[config.mk]
export PLATFORM = sky130hd
export DESIGN_NAME = ctrl_pipe_unit
export DESIGN_NICKNAME = d
export VERILOG_FILES = /design/src/rtl/ctrl_pkg.sv /design/src/rtl/ctrl_pipe_unit_decode.sv /design/src/rtl/ctrl_pipe_unit.sv
export SDC_FILE = /design/constraint.sdc
export NUM_CORES = 1
export LEC_CHECK = 0
export ABC_AREA = 1
export ABC_CLOCK_PERIOD_IN_PS = 1700
export CAP_MARGIN = 20
export CELL_PAD_IN_SITES_DETAIL_PLACEMENT = 1
export CELL_PAD_IN_SITES_GLOBAL_PLACEMENT = 1
export CORE_ASPECT_RATIO = 0.8
export CORE_MARGIN = 4
export CORE_UTILIZATION = 34
export CTS_CLUSTER_DIAMETER = 100
export CTS_CLUSTER_SIZE = 28
export DETAILED_ROUTE_END_ITERATION = 7
export PLACE_DENSITY = 0.89
export SLEW_MARGIN = 20
export SYNTH_ARGS = -nofsm -noshare
export SYNTH_HDL_FRONTEND = slang
export SYNTH_SLANG_ARGS = --single-unit
[constraint.sdc]
create_clock -name clk -period 1.7 [get_ports clk]
set_input_delay 0.425 -clock clk [delete_from_list [all_inputs] [get_ports clk]]
set_output_delay 0.425 -clock clk [all_outputs]
set_load 0.02 [all_outputs]
[src/rtl/ctrl_pkg.sv]
// Shared definitions for the registered control pipeline unit.
// Contents: opcode encodings, immediate/destination/link encodings,
// trap FSM state encoding, the packed ID/EX control bundle and a
// helper returning the NOP bubble bundle.
package ctrl_pkg;

    localparam int CTRL_OPC_W = 5;

    localparam logic [4:0] OP_HALT  = 5'b00000;
    localparam logic [4:0] OP_NOP   = 5'b00001;
    localparam logic [4:0] OP_SIIC  = 5'b00010;
    localparam logic [4:0] OP_RTI   = 5'b00011;
    localparam logic [4:0] OP_J     = 5'b00100;
    localparam logic [4:0] OP_JR    = 5'b00101;
    localparam logic [4:0] OP_JAL   = 5'b00110;
    localparam logic [4:0] OP_JALR  = 5'b00111;
    localparam logic [4:0] OP_ADDI  = 5'b01000;
    localparam logic [4:0] OP_SUBI  = 5'b01001;
    localparam logic [4:0] OP_XORI  = 5'b01010;
    localparam logic [4:0] OP_ANDNI = 5'b01011;
    localparam logic [4:0] OP_BEQZ  = 5'b01100;
    localparam logic [4:0] OP_BNEZ  = 5'b01101;
    localparam logic [4:0] OP_BLTZ  = 5'b01110;
    localparam logic [4:0] OP_BGEZ  = 5'b01111;
    localparam logic [4:0] OP_ST    = 5'b10000;
    localparam logic [4:0] OP_LD    = 5'b10001;
    localparam logic [4:0] OP_SLBI  = 5'b10010;
    localparam logic [4:0] OP_STU   = 5'b10011;
    localparam logic [4:0] OP_ROLI  = 5'b10100;
    localparam logic [4:0] OP_SLLI  = 5'b10101;
    localparam logic [4:0] OP_RORI  = 5'b10110;
    localparam logic [4:0] OP_SRLI  = 5'b10111;
    localparam logic [4:0] OP_LBI   = 5'b11000;
    localparam logic [4:0] OP_BTR   = 5'b11001;
    localparam logic [4:0] OP_ALU1  = 5'b11010;
    localparam logic [4:0] OP_ALU2  = 5'b11011;
    localparam logic [4:0] OP_SEQ   = 5'b11100;
    localparam logic [4:0] OP_SLT   = 5'b11101;
    localparam logic [4:0] OP_SLE   = 5'b11110;
    localparam logic [4:0] OP_SCO   = 5'b11111;

    // imm_sel = {sign, size}
    localparam logic [2:0] IMM_Z5  = 3'b000;
    localparam logic [2:0] IMM_Z8  = 3'b001;
    localparam logic [2:0] IMM_S5  = 3'b100;
    localparam logic [2:0] IMM_S8  = 3'b101;
    localparam logic [2:0] IMM_S11 = 3'b110;

    localparam logic [1:0] DEST_RS   = 2'b00;
    localparam logic [1:0] DEST_RD_R = 2'b01;
    localparam logic [1:0] DEST_R7   = 2'b10;
    localparam logic [1:0] DEST_RD_I = 2'b11;

    localparam logic [1:0] LINK_NONE = 2'b00;
    localparam logic [1:0] LINK_LBI  = 2'b01;
    localparam logic [1:0] LINK_PC   = 2'b10;

    localparam logic [4:0] NOP_ALU = 5'b00001;
    localparam logic [4:0] ADR_ALU = 5'b01000;

    typedef enum logic [1:0] {
        ST_RUN    = 2'd0,
        ST_TRAP   = 2'd1,
        ST_HALTED = 2'd2
    } state_e;

    typedef struct packed {
        logic       reg_write;
        logic       pc_sel;
        logic       reg_jmp;
        logic       mem_en;
        logic       mem_wr;
        logic       val2reg;
        logic       alu_sel;
        logic       b_flag;
        logic [1:0] dest_reg_sel;
        logic [1:0] link_reg;
        logic [2:0] imm_sel;
        logic [4:0] alu_cntrl;
    } ctrl_t;

    function automatic ctrl_t bubble_ctrl();
        ctrl_t c;
        c           = '0;
        c.alu_cntrl = NOP_ALU;
        return c;
    endfunction

endpackage

[src/rtl/ctrl_pipe_unit_decode.sv]
// Purely combinational opcode -> control bundle decode.
// Ports: opcode_i (5-bit opcode from ID), ctrl_o (decoded bundle).
// HALT/NOP/SIIC/RTI decode to the bubble; their side effects live in
// the trap state machine of ctrl_pipe_unit.
module ctrl_pipe_unit_decode
    import ctrl_pkg::*;
(
    input  logic [CTRL_OPC_W-1:0] opcode_i,
    output ctrl_t                 ctrl_o
);

    ctrl_t c;

    always_comb begin
        c = bubble_ctrl();
        case (opcode_i)
            OP_J: begin
                c.pc_sel    = 1'b1;
                c.imm_sel   = IMM_S11;
                c.link_reg  = LINK_PC;
                c.alu_cntrl = ADR_ALU;
            end
            OP_JR: begin
                c.reg_jmp   = 1'b1;
                c.alu_sel   = 1'b1;
                c.imm_sel   = IMM_S8;
                c.link_reg  = LINK_PC;
                c.alu_cntrl = ADR_ALU;
            end
            OP_JAL: begin
                c.pc_sel       = 1'b1;
                c.reg_write    = 1'b1;
                c.dest_reg_sel = DEST_R7;
                c.imm_sel      = IMM_S11;
                c.link_reg     = LINK_PC;
                c.alu_cntrl    = ADR_ALU;
            end
            OP_JALR: begin
                c.reg_jmp      = 1'b1;
                c.reg_write    = 1'b1;
                c.alu_sel      = 1'b1;
                c.dest_reg_sel = DEST_R7;
                c.imm_sel      = IMM_S8;
                c.link_reg     = LINK_PC;
                c.alu_cntrl    = ADR_ALU;
            end
            OP_ADDI, OP_SUBI: begin
                c.reg_write    = 1'b1;
                c.alu_sel      = 1'b1;
                c.dest_reg_sel = DEST_RD_I;
                c.imm_sel      = IMM_S5;
                c.alu_cntrl    = opcode_i;
            end
            OP_XORI, OP_ANDNI, OP_ROLI, OP_SLLI, OP_RORI, OP_SRLI: begin
                c.reg_write    = 1'b1;
                c.alu_sel      = 1'b1;
                c.dest_reg_sel = DEST_RD_I;
                c.imm_sel      = IMM_Z5;
                c.alu_cntrl    = opcode_i;
            end
            OP_BEQZ, OP_BNEZ, OP_BLTZ, OP_BGEZ: begin
                c.b_flag    = 1'b1;
                c.imm_sel   = IMM_S8;
                c.alu_cntrl = opcode_i;
            end
            OP_ST: begin
                c.mem_en    = 1'b1;
                c.mem_wr    = 1'b1;
                c.alu_sel   = 1'b1;
                c.imm_sel   = IMM_S5;
                c.alu_cntrl = ADR_ALU;
            end
            OP_LD: begin
                c.mem_en       = 1'b1;
                c.val2reg      = 1'b1;
                c.reg_write    = 1'b1;
                c.alu_sel      = 1'b1;
                c.dest_reg_sel = DEST_RD_I;
                c.imm_sel      = IMM_S5;
                c.alu_cntrl    = ADR_ALU;
            end
            OP_STU: begin
                // store with base-register update: writes the address back to Rs
                c.mem_en       = 1'b1;
                c.mem_wr       = 1'b1;
                c.reg_write    = 1'b1;
                c.alu_sel      = 1'b1;
                c.dest_reg_sel = DEST_RS;
                c.imm_sel      = IMM_S5;
                c.alu_cntrl    = ADR_ALU;
            end
            OP_SLBI: begin
                c.reg_write    = 1'b1;
                c.alu_sel      = 1'b1;
                c.dest_reg_sel = DEST_RS;
                c.imm_sel      = IMM_Z8;
                c.alu_cntrl    = opcode_i;
            end
            OP_LBI: begin
                c.reg_write    = 1'b1;
                c.alu_sel      = 1'b1;
                c.dest_reg_sel = DEST_RS;
                c.link_reg     = LINK_LBI;
                c.imm_sel      = IMM_S8;
                c.alu_cntrl    = opcode_i;
            end
            OP_BTR, OP_ALU1, OP_ALU2, OP_SEQ, OP_SLT, OP_SLE, OP_SCO: begin
                c.reg_write    = 1'b1;
                c.dest_reg_sel = DEST_RD_R;
                c.alu_cntrl    = opcode_i;
            end
            default: ;
        endcase
    end

    assign ctrl_o = c;

endmodule

[src/rtl/ctrl_pipe_unit.sv]
// ID/EX control register with stall/flush handling, trap FSM and sticky halt.
// Ports: clk/rst_n; ID side id_valid, opcode, pc_plus2; hazard inputs
// stall, mem_busy, flush; registered bundle (ex_valid + control bits);
// exception outputs exc_redirect, exc_target, epc, in_trap, halt, rti_err.
//
// state   | meaning
// RUN     | normal execution
// TRAP    | inside the SIIC handler, epc holds the return address
// HALTED  | HALT or fatal fault seen; only reset leaves this state
module ctrl_pipe_unit
    import ctrl_pkg::*;
#(
    parameter int              PC_W                   = 16,
    parameter int              OPC_W                  = 5,
    parameter logic [PC_W-1:0] HANDLER_ADDR           = 16'h0002,
    parameter int              RTI_OUTSIDE_TRAP_HALTS = 0
) (
    input  logic             clk,
    input  logic             rst_n,
    input  logic             id_valid,
    input  logic [OPC_W-1:0] opcode,
    input  logic [PC_W-1:0]  pc_plus2,
    input  logic             stall,
    input  logic             mem_busy,
    input  logic             flush,
    output logic             ex_valid,
    output logic             reg_write,
    output logic             pc_sel,
    output logic             reg_jmp,
    output logic             mem_en,
    output logic             mem_wr,
    output logic             val2reg,
    output logic             alu_sel,
    output logic             b_flag,
    output logic [1:0]       dest_reg_sel,
    output logic [1:0]       link_reg,
    output logic [2:0]       imm_sel,
    output logic [OPC_W-1:0] alu_cntrl,
    output logic             exc_redirect,
    output logic [PC_W-1:0]  exc_target,
    output logic [PC_W-1:0]  epc,
    output logic             in_trap,
    output logic             halt,
    output logic             rti_err
);

    ctrl_t            dec_ctrl;
    ctrl_t            ctrl_q, ctrl_d;
    state_e           state_q, state_d;
    logic             ex_valid_q, ex_valid_d;
    logic             redirect_q, redirect_d;
    logic [PC_W-1:0]  target_q, target_d;
    logic [PC_W-1:0]  epc_q, epc_d;
    logic             rti_err_q, rti_err_d;

    ctrl_pipe_unit_decode u_decode (
        .opcode_i (opcode),
        .ctrl_o   (dec_ctrl)
    );

    always_comb begin
        state_d    = state_q;
        ctrl_d     = ctrl_q;
        ex_valid_d = ex_valid_q;
        target_d   = target_q;
        epc_d      = epc_q;
        redirect_d = 1'b0;
        rti_err_d  = 1'b0;

        if (state_q == ST_HALTED) begin
            ctrl_d     = bubble_ctrl();
            ex_valid_d = 1'b0;
        end else if (flush) begin
            ctrl_d     = bubble_ctrl();
            ex_valid_d = 1'b0;
        end else if (stall || mem_busy) begin
            // hold the bundle; pulses still drop so they never stretch
        end else if (!id_valid) begin
            ctrl_d     = bubble_ctrl();
            ex_valid_d = 1'b0;
        end else begin
            ctrl_d     = dec_ctrl;
            ex_valid_d = 1'b1;
            case (opcode)
                OP_SIIC: begin
                    ctrl_d     = bubble_ctrl();
                    ex_valid_d = 1'b0;
                    if (state_q == ST_RUN) begin
                        epc_d      = pc_plus2;
                        target_d   = HANDLER_ADDR;
                        redirect_d = 1'b1;
                        state_d    = ST_TRAP;
                    end else begin
                        state_d = ST_HALTED;
                    end
                end
                OP_RTI: begin
                    ctrl_d     = bubble_ctrl();
                    ex_valid_d = 1'b0;
                    if (state_q == ST_TRAP) begin
                        target_d   = epc_q;
                        redirect_d = 1'b1;
                        state_d    = ST_RUN;
                    end else if (RTI_OUTSIDE_TRAP_HALTS != 0) begin
                        state_d = ST_HALTED;
                    end else begin
                        rti_err_d = 1'b1;
                    end
                end
                OP_HALT: begin
                    ctrl_d     = bubble_ctrl();
                    ex_valid_d = 1'b0;
                    state_d    = ST_HALTED;
                end
                default: ;
            endcase
        end
    end

    always_ff @(posedge clk or negedge rst_n) begin
        if (!rst_n) begin
            state_q    <= ST_RUN;
            ctrl_q     <= bubble_ctrl();
            ex_valid_q <= 1'b0;
            redirect_q <= 1'b0;
            target_q   <= '0;
            epc_q      <= '0;
            rti_err_q  <= 1'b0;
        end else begin
            state_q    <= state_d;
            ctrl_q     <= ctrl_d;
            ex_valid_q <= ex_valid_d;
            redirect_q <= redirect_d;
            target_q   <= target_d;
            epc_q      <= epc_d;
            rti_err_q  <= rti_err_d;
        end
    end

    assign ex_valid     = ex_valid_q;
    assign reg_write    = ctrl_q.reg_write;
    assign pc_sel       = ctrl_q.pc_sel;
    assign reg_jmp      = ctrl_q.reg_jmp;
    assign mem_en       = ctrl_q.mem_en;
    assign mem_wr       = ctrl_q.mem_wr;
    assign val2reg      = ctrl_q.val2reg;
    assign alu_sel      = ctrl_q.alu_sel;
    assign b_flag       = ctrl_q.b_flag;
    assign dest_reg_sel = ctrl_q.dest_reg_sel;
    assign link_reg     = ctrl_q.link_reg;
    assign imm_sel      = ctrl_q.imm_sel;
    assign alu_cntrl    = ctrl_q.alu_cntrl;
    assign exc_redirect = redirect_q;
    assign exc_target   = target_q;
    assign epc          = epc_q;
    assign in_trap      = (state_q == ST_TRAP);
    assign halt         = (state_q == ST_HALTED);
    assign rti_err      = rti_err_q;

endmodule

Yosys cells after proc, flatten, opt, wreduce, memory -nomap -nowiden
Index checks and enable logic that the tools add are counted.
Cells by class
  mux-type cells: 41
  bitwise gates (word level): 3
  reduce and logical (&&, ||, !) cells: 24
  eq/ne operators: 35
Operators with widths (number)
  2-to-1 mux 20 bit: 5
  == test 5 bit, second input constant: 16
  OR reduction 21 bit: 2
  == test 5 x 4 -> 1 bit, second input constant: 8
  2-to-1 mux 16 bit: 2
  one-hot mux 16 bit (2 select lines): 1
  2-to-1 mux 1 bit: 25
  OR reduction 7 bit: 3
  == test 5 x 3 -> 1 bit, second input constant: 4
  OR reduction 15 bit: 1
  one-hot mux 2 bit (3 select lines): 2
  one-hot mux 3 bit (4 select lines): 1
  AND reduction 6 bit: 2
  == test 5 x 2 -> 1 bit, second input constant: 2
  one-hot mux 5 bit (2 select lines): 1
  OR reduction 9 bit: 1
  OR reduction 2 bit: 4
  OR reduction 4 bit: 2
  AND reduction 7 bit: 1
  OR reduction 3 bit: 2
  zero test 5 bit: 1
  OR reduction 5 bit: 1
  2-to-1 mux 2 bit: 2
  inequality test 2 bit, second input constant: 2
  10 further kinds: 12
Storage, ports and cells
  output and inout port bits: 57
  word-level logic and storage cells: 121
  register bits: 57

Depth between registers and ports, before layout
  depth after elaboration: 8
  gate-level depth with buffers: 11

Modules after synthesis
From an unflattened synthesis, not the netlist that was laid out.
Second synthesis, totals
  cells, all modules: 340
  area, all modules: 2847.7 um^2
Modules (own cells, without submodules)
  ctrl_pipe_unit: cells an instance 271, instances 1, area each 2494.9 um^2
  ctrl_pipe_unit_decode: cells an instance 69, instances 1, area each 352.8 um^2

Worst setup path before layout
Ideal clock, no wire load.
  path type: reg-to-reg
  from: register state_q[0]
  to: register epc_q[10], in the netlist epc[10]
  required time: 1.575 ns
  setup slack: 0.080 ns
  buffers on the path: 1
  clock period less this slack: 1.620 ns
  arrival: 1.495 ns
  cell stages (with the launch flop): 8
  cells stage by stage: dfrtp_1 nor2_2 inv_1 nand3_2 inv_2 nand2_4 buf_6 mux2_4
On the way
  word-level cells in the longest chain between the ends: 3
RTL lines
  start, declared: RTL line ctrl_pipe_unit.sv:49  | state_e state_q, state_d;
  start signal, assigned: RTL line ctrl_pipe_unit.sv:130  | state_q <= state_d;
  == test 2 bit
  named net halt: RTL line ctrl_pipe_unit.sv:43  | output logic halt,
  inverter 1 bit (no line)
  AND reduction 6 bit (no line)
  end signal, assigned: RTL line ctrl_pipe_unit.sv:135  | epc_q <= epc_d;
  end, declared: RTL line ctrl_pipe_unit.sv:53  | logic [PC_W-1:0] epc_q, epc_d;
The timed path passes the listed nets, and every way through them passes these cells.
A chain may end at the register's enable or synchronous reset.

Final worst setup path
  from: register ctrl_q (netlist bit alu_cntrl[0])
  to: output port alu_cntrl[0]
RTL lines
  start, declared: RTL line ctrl_pipe_unit.sv:48  | ctrl_t ctrl_q, ctrl_d;
  start signal, assigned: RTL line ctrl_pipe_unit.sv:123  | ctrl_q <= bubble_ctrl();
  start signal, assigned: RTL line ctrl_pipe_unit.sv:131  | ctrl_q <= ctrl_d;
  end, declared: RTL line ctrl_pipe_unit.sv:38  | output logic [OPC_W-1:0] alu_cntrl,
No word-level cell between the ends.

==> impl_metrics.env <==
export IMPL_outcome="completed"
export IMPL_ant_nets=0
export IMPL_synth_area_leaders="dfrtp_1, nand2_1, mux2_2"
export IMPL_synth_main_ff_cell="dfrtp_1"
export IMPL_period_needed_ns=1.62
export IMPL_avgViaCountPerCell=4.69
export IMPL_chipHeight_um=86.5
export IMPL_clk_pin_slew_ns=0.07
export IMPL_arrival_ns=1.19
export IMPL_yosysWarnings=0
export IMPL_die_area_um2=9170
export IMPL_rsz0062_at_grt="false"
export IMPL_clock_fmax_ghz=0.618
export IMPL_drcViolationCount=0
export IMPL_htree_levels=3
export IMPL_rows=28
export IMPL_num_antenna_cells=0
export IMPL_drive_gt1_share_pct=27.2
export IMPL_worstSkewPairLatency_ns=0.33
export IMPL_yosysSeqAreaShare_pct=54.6
export IMPL_drtPass1Iterations=4
export IMPL_cts_sinks=57
export IMPL_gp_congestion=0.927
export IMPL_crit_type="reg -> out"
export IMPL_worstPathRequired_ns=1.27
export IMPL_p_leak_nw=2.48
export IMPL_antenna_found_initial=0
export IMPL_path_buf_inv=1
export IMPL_area_delta_synth_final_pct=60.1
export IMPL_synth_top_cell_area_share_pct=53.6
export IMPL_grt_pass1_vias=2787
export IMPL_hp_class="in -> async"
export IMPL_grt_max_degree=58
export IMPL_maxSlewViolCount=0
export IMPL_hold_viol=0
export IMPL_routed_wl_um=9010
export IMPL_gr_total_overflow=0
export IMPL_critPathSlowestCell="dfstp_2"
export IMPL_ff2ff_path_depth=7
export IMPL_synth_commonest_cells="nand2_1, dfrtp_1, nor2_1, inv_1, nand3_1"
export IMPL_io_pins=84
export IMPL_period_share_pct=95.2
export IMPL_synth_async_reset_ratio_pct=100
export IMPL_finClkSkew_ns=0.00768
export IMPL_cp_max_fo=2
export IMPL_ys_ff_latch=57
export IMPL_start_util_pct=35.2
export IMPL_ctsLongestPathBuffers=2
export IMPL_max_slew_worst_pin_slew_ns=0.361
export IMPL_synth_top_cell_by_area="dfrtp_1"
export IMPL_place_ws_ns=-0.471
export IMPL_ctsHoldBuffers=0
export IMPL_synth_cell_types=32
export IMPL_synth_cells=296
export IMPL_path_cells="dlygate4sd2_1"
export IMPL_die_width_um=106
export IMPL_slew_headroom_pct=75.7
export IMPL_synth_nets=323
export IMPL_cts_root_buf="clkbuf_8"
export IMPL_synth_edf_count=0
export IMPL_drt_iter0_drc=63
export IMPL_synthesis_area_um2=2620
export IMPL_drv_cap=0
export IMPL_wl_per_cell_um=16.4
export IMPL_max_stage_delay_ns=0.54
export IMPL_syn_avg_cell_area_um2=8.84
export IMPL_pwr_density_cell_nw_per_um2=729
export IMPL_port_buffers=83
export IMPL_crit_cells=1
export IMPL_cts_buffers_inserted=9
export IMPL_place_hpwl_um=6600
export IMPL_crit_family="flip-flops"
export IMPL_fin_util_pct=56.4
export IMPL_post_synth_top_count_cell="nand2_1"
export IMPL_grtUsageTotal_pct=20.3
export IMPL_grt_pass1_wl_um=14400
export IMPL_start_kind="register"
export IMPL_crit_path_end_kind="output port"
export IMPL_worst_slack_ns=0.0810
export IMPL_vdd_drop_max_uv=352
export IMPL_core_area_um2=7430
export IMPL_num_nets_final=467
export IMPL_finalSetupViolCount=0
export IMPL_vias=2578
export IMPL_cts_tree="built"
[final cells by class]
class                      instances  area, um2
clock inverter                     5       78.8
clock buffer                      11        141
timing repair buffer             140       1200
multi-input combinational        206       1110
tap                              105        131
sequential                        57       1430
inverter                          26        100
fill                             898       3240
[power by group]
part	leakage (nW)	internal (mW)	switching [mW]
combinational	1.59	0.130	0.147
clock	0.113	0.863	0.557
sequential	0.772	1.36	0
total	2.48	2.35	0.703
[stage by stage]
| step | power [mW] | instance area, um2 | setup TNS, ns | hold slack, ns | std cells |
|---|---|---|---|---|---|
| after floorplan | 1.46 | 2620 | 0 | 0.129 | 296 |
| after global placement | 1.63 | 3970 | -17.33 | 0.448 | 532 |
| after detailed placement | 1.64 | 3970 | -21.22 | 0.451 | 532 |
| after CTS | 3.07 | 4140 | 0 | 0.0885 | 548 |
| after global routing | 3.17 | 4190 | 0 | 0.100 | 550 |
| final | 3.05 | 4190 | 0 | 0.0771 | 550 |
[cells by family (layout without fill, tap and decap cells)]
logic type / after synthesis / in the layout / share of synthesized area, %
buf+inv: 33 / 182 / 5.40
simple gates: 170 / 170 / 28.4
compound gates: 22 / 22 / 4.93
flops: 57 / 57 / 54.6
mux: 14 / 14 / 6.74
[cells in the final DEF (no fill, tap or decap), types with 3 or more instances in the layout]
cell type and instances:
a21oi_1 5, nor2_4 3, nand3_2 4, o21a_1 3, clkdlybuf4s50_1 19, nor2_2 11, nand3_1 13, buf_4 53
o21ai_0 7, dfrtp_1 56, inv_1 22, nand2_1 108, nor3_1 3, mux2_2 9, nor2_1 15, mux2_4 5
clkbuf_8 10, inv_2 3, dlygate4sd2_1 59
[layer usage]
metal  up-vias  track usage, %  part of all wire [%]
met2        67            36.1                    51
li1       1227               -                     -
met5         -               0                     0
met4         0            5.88                   1.9
met1      1264            24.8                    43
met3        20            4.69                   4.2
[final timing paths]
path                                              to  slack (ns)                 startpoint
max in group asynchronous   alu_cntrl[0]$_DFFE_PN1P_        1.30                      rst_n
min                          link_reg[0]$_DFFE_PN0P_        0.08                      rst_n
max                                     alu_cntrl[0]        0.08   alu_cntrl[0]$_DFFE_PN1P_
max reg2reg                       epc[6]$_DFFE_PN0P_        0.14     state_q[1]$_DFFE_PN0P_
min in group clk           exc_target[7]$_DFFE_PN0P_        0.47  exc_target[7]$_DFFE_PN0P_
min reg2reg                exc_target[7]$_DFFE_PN0P_        0.47  exc_target[7]$_DFFE_PN0P_
[what timing repair did]
item	4_1_cts	5_1_grt
endpoints found under the setup margin	102	37
buffers inserted	0	2
gates resized for setup	71	18
pin swaps	1	1
No activity file was read; power rests on OpenSTA's default activity.
